--- src/rtl/gnr_attractor_ctrl.sv ---
// Sweep controller for a Boolean-network node bank: per initial state, Floyd cycle
// detection followed by period measurement. Optional GNR_SWEEP_STATS_EN adds result counters.
module gnr_attractor_ctrl #(
    parameter int unsigned N_NODES   = 188,
    parameter int unsigned CNT_W     = 16,
    parameter int unsigned MAX_STEPS = 65535
) (
    input  logic               clk,
    input  logic               rst,
    input  logic               start,
    input  logic [N_NODES-1:0] init_first,
    input  logic [CNT_W-1:0]   init_count,
    input  logic [N_NODES-1:0] s0_vec,
    input  logic [N_NODES-1:0] s1_vec,
    output logic               reset_nos,
    output logic [N_NODES-1:0] init_state,
    output logic               start_s0,
    output logic               start_s1,
    output logic               res_valid,
    input  logic               res_ready,
    output logic [N_NODES-1:0] res_init,
    output logic [CNT_W-1:0]   res_transient,
    output logic [CNT_W-1:0]   res_period,
    output logic               res_timeout,
    output logic               busy,
`ifdef GNR_SWEEP_STATS_EN
    output logic [CNT_W-1:0]   stat_found,
    output logic [CNT_W-1:0]   stat_timeout,
`endif
    output logic               done
);

    typedef enum logic [2:0] {
        S_IDLE, S_LOAD, S_STEP, S_CHECK, S_PSTEP, S_PCHECK, S_REPORT, S_NEXT
    } state_t;

    localparam logic [CNT_W-1:0] MAX_CNT = CNT_W'(MAX_STEPS);

    state_t             state_q;
    logic [N_NODES-1:0] cur_init_q;
    logic [CNT_W-1:0]   remaining_q;
    logic [CNT_W-1:0]   k_q;
    logic [CNT_W-1:0]   per_q;
    logic               reset_nos_q;
    logic [N_NODES-1:0] init_state_q;
    logic               start_s0_q;
    logic               start_s1_q;
    logic               res_valid_q;
    logic [N_NODES-1:0] res_init_q;
    logic [CNT_W-1:0]   res_transient_q;
    logic [CNT_W-1:0]   res_period_q;
    logic               res_timeout_q;
    logic               done_q;

    logic vec_eq;
    assign vec_eq = (s0_vec == s1_vec);

    // Outputs are registered one state ahead so each pulse is high exactly
    // during the state that owns it (reset_nos in LOAD, done in NEXT, ...).
    always_ff @(posedge clk) begin
        if (rst) begin
            state_q         <= S_IDLE;
            cur_init_q      <= '0;
            remaining_q     <= '0;
            k_q             <= '0;
            per_q           <= '0;
            reset_nos_q     <= 1'b0;
            init_state_q    <= '0;
            start_s0_q      <= 1'b0;
            start_s1_q      <= 1'b0;
            res_valid_q     <= 1'b0;
            res_init_q      <= '0;
            res_transient_q <= '0;
            res_period_q    <= '0;
            res_timeout_q   <= 1'b0;
            done_q          <= 1'b0;
        end else begin
            done_q <= 1'b0;
            case (state_q)
                S_IDLE: begin
                    if (start) begin
                        cur_init_q  <= init_first;
                        remaining_q <= init_count;
                        if (init_count == '0) begin
                            done_q <= 1'b1;
                        end else begin
                            state_q      <= S_LOAD;
                            reset_nos_q  <= 1'b1;
                            init_state_q <= init_first;
                        end
                    end
                end
                S_LOAD: begin
                    reset_nos_q     <= 1'b0;
                    k_q             <= '0;
                    per_q           <= '0;
                    res_init_q      <= cur_init_q;
                    res_transient_q <= '0;
                    res_period_q    <= '0;
                    res_timeout_q   <= 1'b0;
                    start_s0_q      <= 1'b1;
                    start_s1_q      <= 1'b1;
                    state_q         <= S_STEP;
                end
                S_STEP: begin
                    start_s0_q <= 1'b0;
                    start_s1_q <= 1'b0;
                    k_q        <= k_q + CNT_W'(1);
                    state_q    <= S_CHECK;
                end
                S_CHECK: begin
                    // k==1 always matches (both trajectories took one step), so skip it
                    if (k_q >= CNT_W'(2) && vec_eq) begin
                        res_transient_q <= k_q;
                        start_s1_q      <= 1'b1;
                        state_q         <= S_PSTEP;
                    end else if (k_q == MAX_CNT) begin
                        res_timeout_q <= 1'b1;
                        res_period_q  <= '0;
                        res_valid_q   <= 1'b1;
                        state_q       <= S_REPORT;
                    end else begin
                        start_s0_q <= 1'b1;
                        start_s1_q <= 1'b1;
                        state_q    <= S_STEP;
                    end
                end
                S_PSTEP: begin
                    start_s1_q <= 1'b0;
                    per_q      <= per_q + CNT_W'(1);
                    state_q    <= S_PCHECK;
                end
                S_PCHECK: begin
                    if (vec_eq) begin
                        res_period_q <= per_q;
                        res_valid_q  <= 1'b1;
                        state_q      <= S_REPORT;
                    end else if (per_q == MAX_CNT) begin
                        res_timeout_q <= 1'b1;
                        res_period_q  <= '0;
                        res_valid_q   <= 1'b1;
                        state_q       <= S_REPORT;
                    end else begin
                        start_s1_q <= 1'b1;
                        state_q    <= S_PSTEP;
                    end
                end
                S_REPORT: begin
                    if (res_ready) begin
                        res_valid_q <= 1'b0;
                        state_q     <= S_NEXT;
                        if (remaining_q == CNT_W'(1)) done_q <= 1'b1;
                    end
                end
                S_NEXT: begin
                    remaining_q <= remaining_q - CNT_W'(1);
                    cur_init_q  <= cur_init_q + N_NODES'(1);
                    if (remaining_q == CNT_W'(1)) begin
                        state_q <= S_IDLE;
                    end else begin
                        state_q      <= S_LOAD;
                        reset_nos_q  <= 1'b1;
                        init_state_q <= cur_init_q + N_NODES'(1);
                    end
                end
                default: state_q <= S_IDLE;
            endcase
        end
    end

`ifdef GNR_SWEEP_STATS_EN
    logic [CNT_W-1:0] stat_found_q;
    logic [CNT_W-1:0] stat_timeout_q;

    always_ff @(posedge clk) begin
        if (rst) begin
            stat_found_q   <= '0;
            stat_timeout_q <= '0;
        end else if (state_q == S_IDLE && start) begin
            stat_found_q   <= '0;
            stat_timeout_q <= '0;
        end else if (state_q == S_REPORT && res_ready) begin
            if (!res_timeout_q) begin
                if (stat_found_q != '1) stat_found_q <= stat_found_q + CNT_W'(1);
            end else begin
                if (stat_timeout_q != '1) stat_timeout_q <= stat_timeout_q + CNT_W'(1);
            end
        end
    end

    assign stat_found   = stat_found_q;
    assign stat_timeout = stat_timeout_q;
`endif

    assign reset_nos     = reset_nos_q;
    assign init_state    = init_state_q;
    assign start_s0      = start_s0_q;
    assign start_s1      = start_s1_q;
    assign res_valid     = res_valid_q;
    assign res_init      = res_init_q;
    assign res_transient = res_transient_q;
    assign res_period    = res_period_q;
    assign res_timeout   = res_timeout_q;
    assign busy          = (state_q != S_IDLE);
    assign done          = done_q;

endmodule

--- config.mk ---
export PLATFORM = sky130hd
export DESIGN_NAME = gnr_attractor_ctrl
export DESIGN_NICKNAME = d
export VERILOG_FILES = /design/src/rtl/gnr_attractor_ctrl.sv
export SDC_FILE = /design/constraint.sdc
export NUM_CORES = 2
export LEC_CHECK = 0
export CORE_AREA = 3 3 391 393
export CTS_BUF_LIST = sky130_fd_sc_hd__clkbuf_8 sky130_fd_sc_hd__clkbuf_16
export DETAILED_ROUTE_END_ITERATION = 6
export DIE_AREA = 0 0 394 396
export SETUP_SLACK_MARGIN = 0.2
export SLEW_MARGIN = 15
export SYNTH_ARGS = -nofsm -noshare
export SYNTH_HDL_FRONTEND = slang
export SYNTH_SLANG_ARGS = --single-unit
--- constraint.sdc ---
create_clock -name clk -period 4.41 [get_ports clk]
set_input_delay 1.323 -clock clk [delete_from_list [all_inputs] [get_ports clk]]
set_output_delay 1.323 -clock clk [all_outputs]
set_load 0.05 [all_outputs]
==> reports/qor.yml <==
crit_path_end_kind: "register"
syn-num-nets: 4970
portBuffers: 998
synth-edff-count: 0
finalWeightedCongestion: 0.957
finalCriticalPeriod_ps: 3990
switching_share: 0.318
power.internal_mw: 11.7
path_max_fanout: 7
maxClockFrequency_ghz: 0.251
route.detailed.drc: 0
top_usage_layer: "met2"
synth_area_um2: 33000
ir_drop_v: 0.000227
io_pins: 999
postCtsSetupRepairBufs: 0
htreeDepth: 3
start_kind: "register"
cts-root-buf: "clkbuf_16"
synth_mux_area_frac: 0.00246
grt_antenna_before_repair: 70
hp-class: "reg2reg"
tightest_slew_ps: 1010
ant_nets: 0
cts_buffers: 79
setup_viol: 0
drive_above_1_share: 0.0628
slew_violations: 0
vias: 38000
slowest_stage: "or4_1"
syn_avg_cell_area_um2: 7.54
cp_cell_sequence: "nand4_2 > nor4_4 > nand4_2 > or4_1 > or4_1 > xnor2_1 > mux2i_1 > o21ai_0"
clk_pin_slew_worst_paths_ps: 60
drt_first_iter_violations: 3995
synth_xor_area_frac: 0.0889
placed_cell_area_um2: 45800
nets: 5862
use_met3: 0.0703
yosys.area_share.simple: 0.280
worst_clock_skew_ps: 41.2
use_met1: 0.361
worstPathArrival_ps: 4550
detail_route.vias_per_cell: 5.16
leakagePower_nw: 16.5
grtUsageMet2: 0.382
final_area_um2: 48700
power_density_nw_per_um2: 353
fp.dieH_um: 396
ys_ff_latch: 653
grtUsageTotal: 0.257
die_area_um2: 156000
clk_path_buf_depth: 3
synth_cells: 4380
synth-seq-area-share: 0.396
path_delay_family: "simple AND/OR/NAND/NOR gates"
net-switching-power_mw: 5.48
grt_max_degree: 170
yosysUniqueCellTypes: 73
dp_hpwl_um: 167000
drv_cap: 0
finalCritPeriodShare: 0.904
rsz0062_at_grt: "false"
row_count: 142
cts_tree: "built"
required_ps: 4970
ys_warn_count: 0
syn2layout_area_growth_pct: 47.5
wire_per_inst_um: 28.6
grt.overflow.total: 0
path_class: "reg2reg"
timing_hold_violations_final: 0
initial_utilization: 0.220
synth_top_family_by_area: "simple AND/OR/NAND/NOR gates"
cts.sinks: 653
max_stage_delay_ps: 920
synth-compound-area-share: 0.185
fin_util: 0.325
pwr-share-comb: 0.200
cp_num_buf_inv: 0
synth-main-ff-cell: "dfxtp_1"
first_global_vias: 35400
die_w_um: 394
clk_latency_ps: 700
core_area_um2: 150000
seqPwrFrac: 0.384
slew_headroom: 0.326
run_status: "finished, final reports clean"
grt_pass1_wl_um: 287000
dr.pass1.iters: 5
synthAdderAreaFrac: 0.00227
fill_cells: 15900
p_clk_frac: 0.416
async_reset_ff_frac: 0
wl_um: 211000
cells in the mapped netlist (all sizes together), types with 19 or more instances:
| cell type | n | area [µm²] |
|---|---|---|
| a21o | 31 | 233 |
| a21oi | 402 | 2010 |
| a22o | 30 | 263 |
| a22oi | 33 | 248 |
| a311oi | 23 | 201 |
| a31oi | 24 | 150 |
| a32o | 24 | 240 |
| and3 | 56 | 350 |
| and4 | 23 | 201 |
| buf | 47 | 211 |
| clkbuf | 294 | 1110 |
| dfxtp | 653 | 13100 |
| inv | 48 | 180 |
| nand2 | 898 | 3370 |
| nand3 | 250 | 1250 |
| nand4 | 128 | 826 |
| nor2 | 305 | 1140 |
| nor3 | 114 | 576 |
| nor4 | 97 | 668 |
| o211ai | 35 | 263 |
| o21ai | 236 | 1180 |
| o31ai | 19 | 143 |
| o41ai | 40 | 350 |
| or3 | 29 | 181 |
| or4 | 19 | 146 |
| xnor2 | 181 | 1590 |
| xor2 | 154 | 1350 |
worst reg2reg max path: stages (launching register included):
cell	delay [ps]
dfxtp_1	490
nand4_2	280
nor4_4	390
nand4_2	370
or4_1	930
or4_1	650
xnor2_1	190
mux2i_1	450
o21ai_0	140
state kept, by name (all words and copies together), names as in the netlist:
name and count:
cur_init_q 188, done 1, init_state 188, k_q 16, per_q 16, remaining_q 16, res_init 188, res_period 16
res_timeout 1, res_transient 16, res_valid 1, reset_nos 1, start_s0 1, start_s1 1, state_q 3
power groups by stage:
stage          Sequential [mW]  Clock [mW]  Combinational (mW)
5_1_grt                   6.65        7.53                3.62
3_5_place_dp              6.73           0                3.43
4_1_cts                   6.61        7.31                3.44
2_1_floorplan             7.18           0                1.16
6_report                  6.62        7.16                3.44
3_3_place_gp              6.73           0                3.41
per-stage QoR:
step / hold slack [ps] / power (mW) / setup TNS, ps / setup slack, ps / instances
after detailed placement: 442 / 10.2 / -1770 / -112 / 7207
final: 451 / 17.2 / 0 / 423 / 7377
after floorplan: 445 / 8.35 / 0 / 450 / 4380
after global routing: 467 / 17.8 / 0 / 247 / 7362
after global placement: 438 / 10.1 / -2310 / -111 / 7207
after CTS: 452 / 17.4 / 0 / 297 / 7353
cells by family (layout without fill, tap and decap cells):
kind of cell / count (synthesis) / count (layout)
DFF: 653 / 653
buffers and inverters: 389 / 1346
other: 0 / 24
adders and majority gates: 6 / 6
muxes: 8 / 8
xor gates and xnor gates: 335 / 335
and+or+nand+nor: 1994 / 1994
AOI/OAI and AO/OA: 995 / 995
layout make-up:
class | count | area [µm²] | area share
Multi-Input combinational cell | 3338 | 18600 | 0.382
Sequential cell | 653 | 13100 | 0.268
Timing Repair Buffer | 1152 | 11400 | 0.235
Tap cell | 2016 | 2520 | 0.0518
Clock buffer | 92 | 2160 | 0.0443
Clock inverter | 54 | 666 | 0.0137
Inverter | 48 | 185 | 0.00380
Antenna cell | 24 | 60.1 | 0.00123
layout by cell type, fill, tap and decap left out, types with 30 or more instances in the layout:
cell type	count
clkdlybuf4s50_1	997
nand2_1	895
dfxtp_1	653
a21oi_1	400
nor2_1	302
nand3_1	249
o21ai_0	236
xnor2_1	181
xor2_1	154
buf_4	131
nand4_1	124
nor3_1	110
nor4_1	84
clkbuf_16	79
inv_1	61
and3_1	55
o41ai_1	40
o211ai_1	35
a22oi_1	33
a21o_1	31
a22o_1	30
worst paths after layout:
path	startpoint	endpoint	slack, ps	depth (start not counted)
max	cur_init_q[11]$_SDFFE_PP0P_	init_state[149]$_SDFFE_PP0P_	420	8
min	init_state[4]$_SDFFE_PP0P_	init_state[4]$_SDFFE_PP0P_	450	2
max reg2reg	cur_init_q[11]$_SDFFE_PP0P_	init_state[149]$_SDFFE_PP0P_	420	8
min reg2reg	init_state[4]$_SDFFE_PP0P_	init_state[4]$_SDFFE_PP0P_	450	2
what timing repair did:
action / 4_1_cts / 5_1_grt
resized for setup: 1 / 1
hold buffers: 0 / 0
endpoints found under the setup margin: 1 / 2
layer usage:
| metal | vias up | share of wire |
|---|---|---|
| met5 | - | 0.0013 |
| met4 | 42 | 0.030 |
| met3 | 303 | 0.095 |
| met2 | 1923 | 0.42 |
| met1 | 18500 | 0.45 |
| li1 | 17300 | - |
Note: power is estimated with default switching activity, not from simulation.
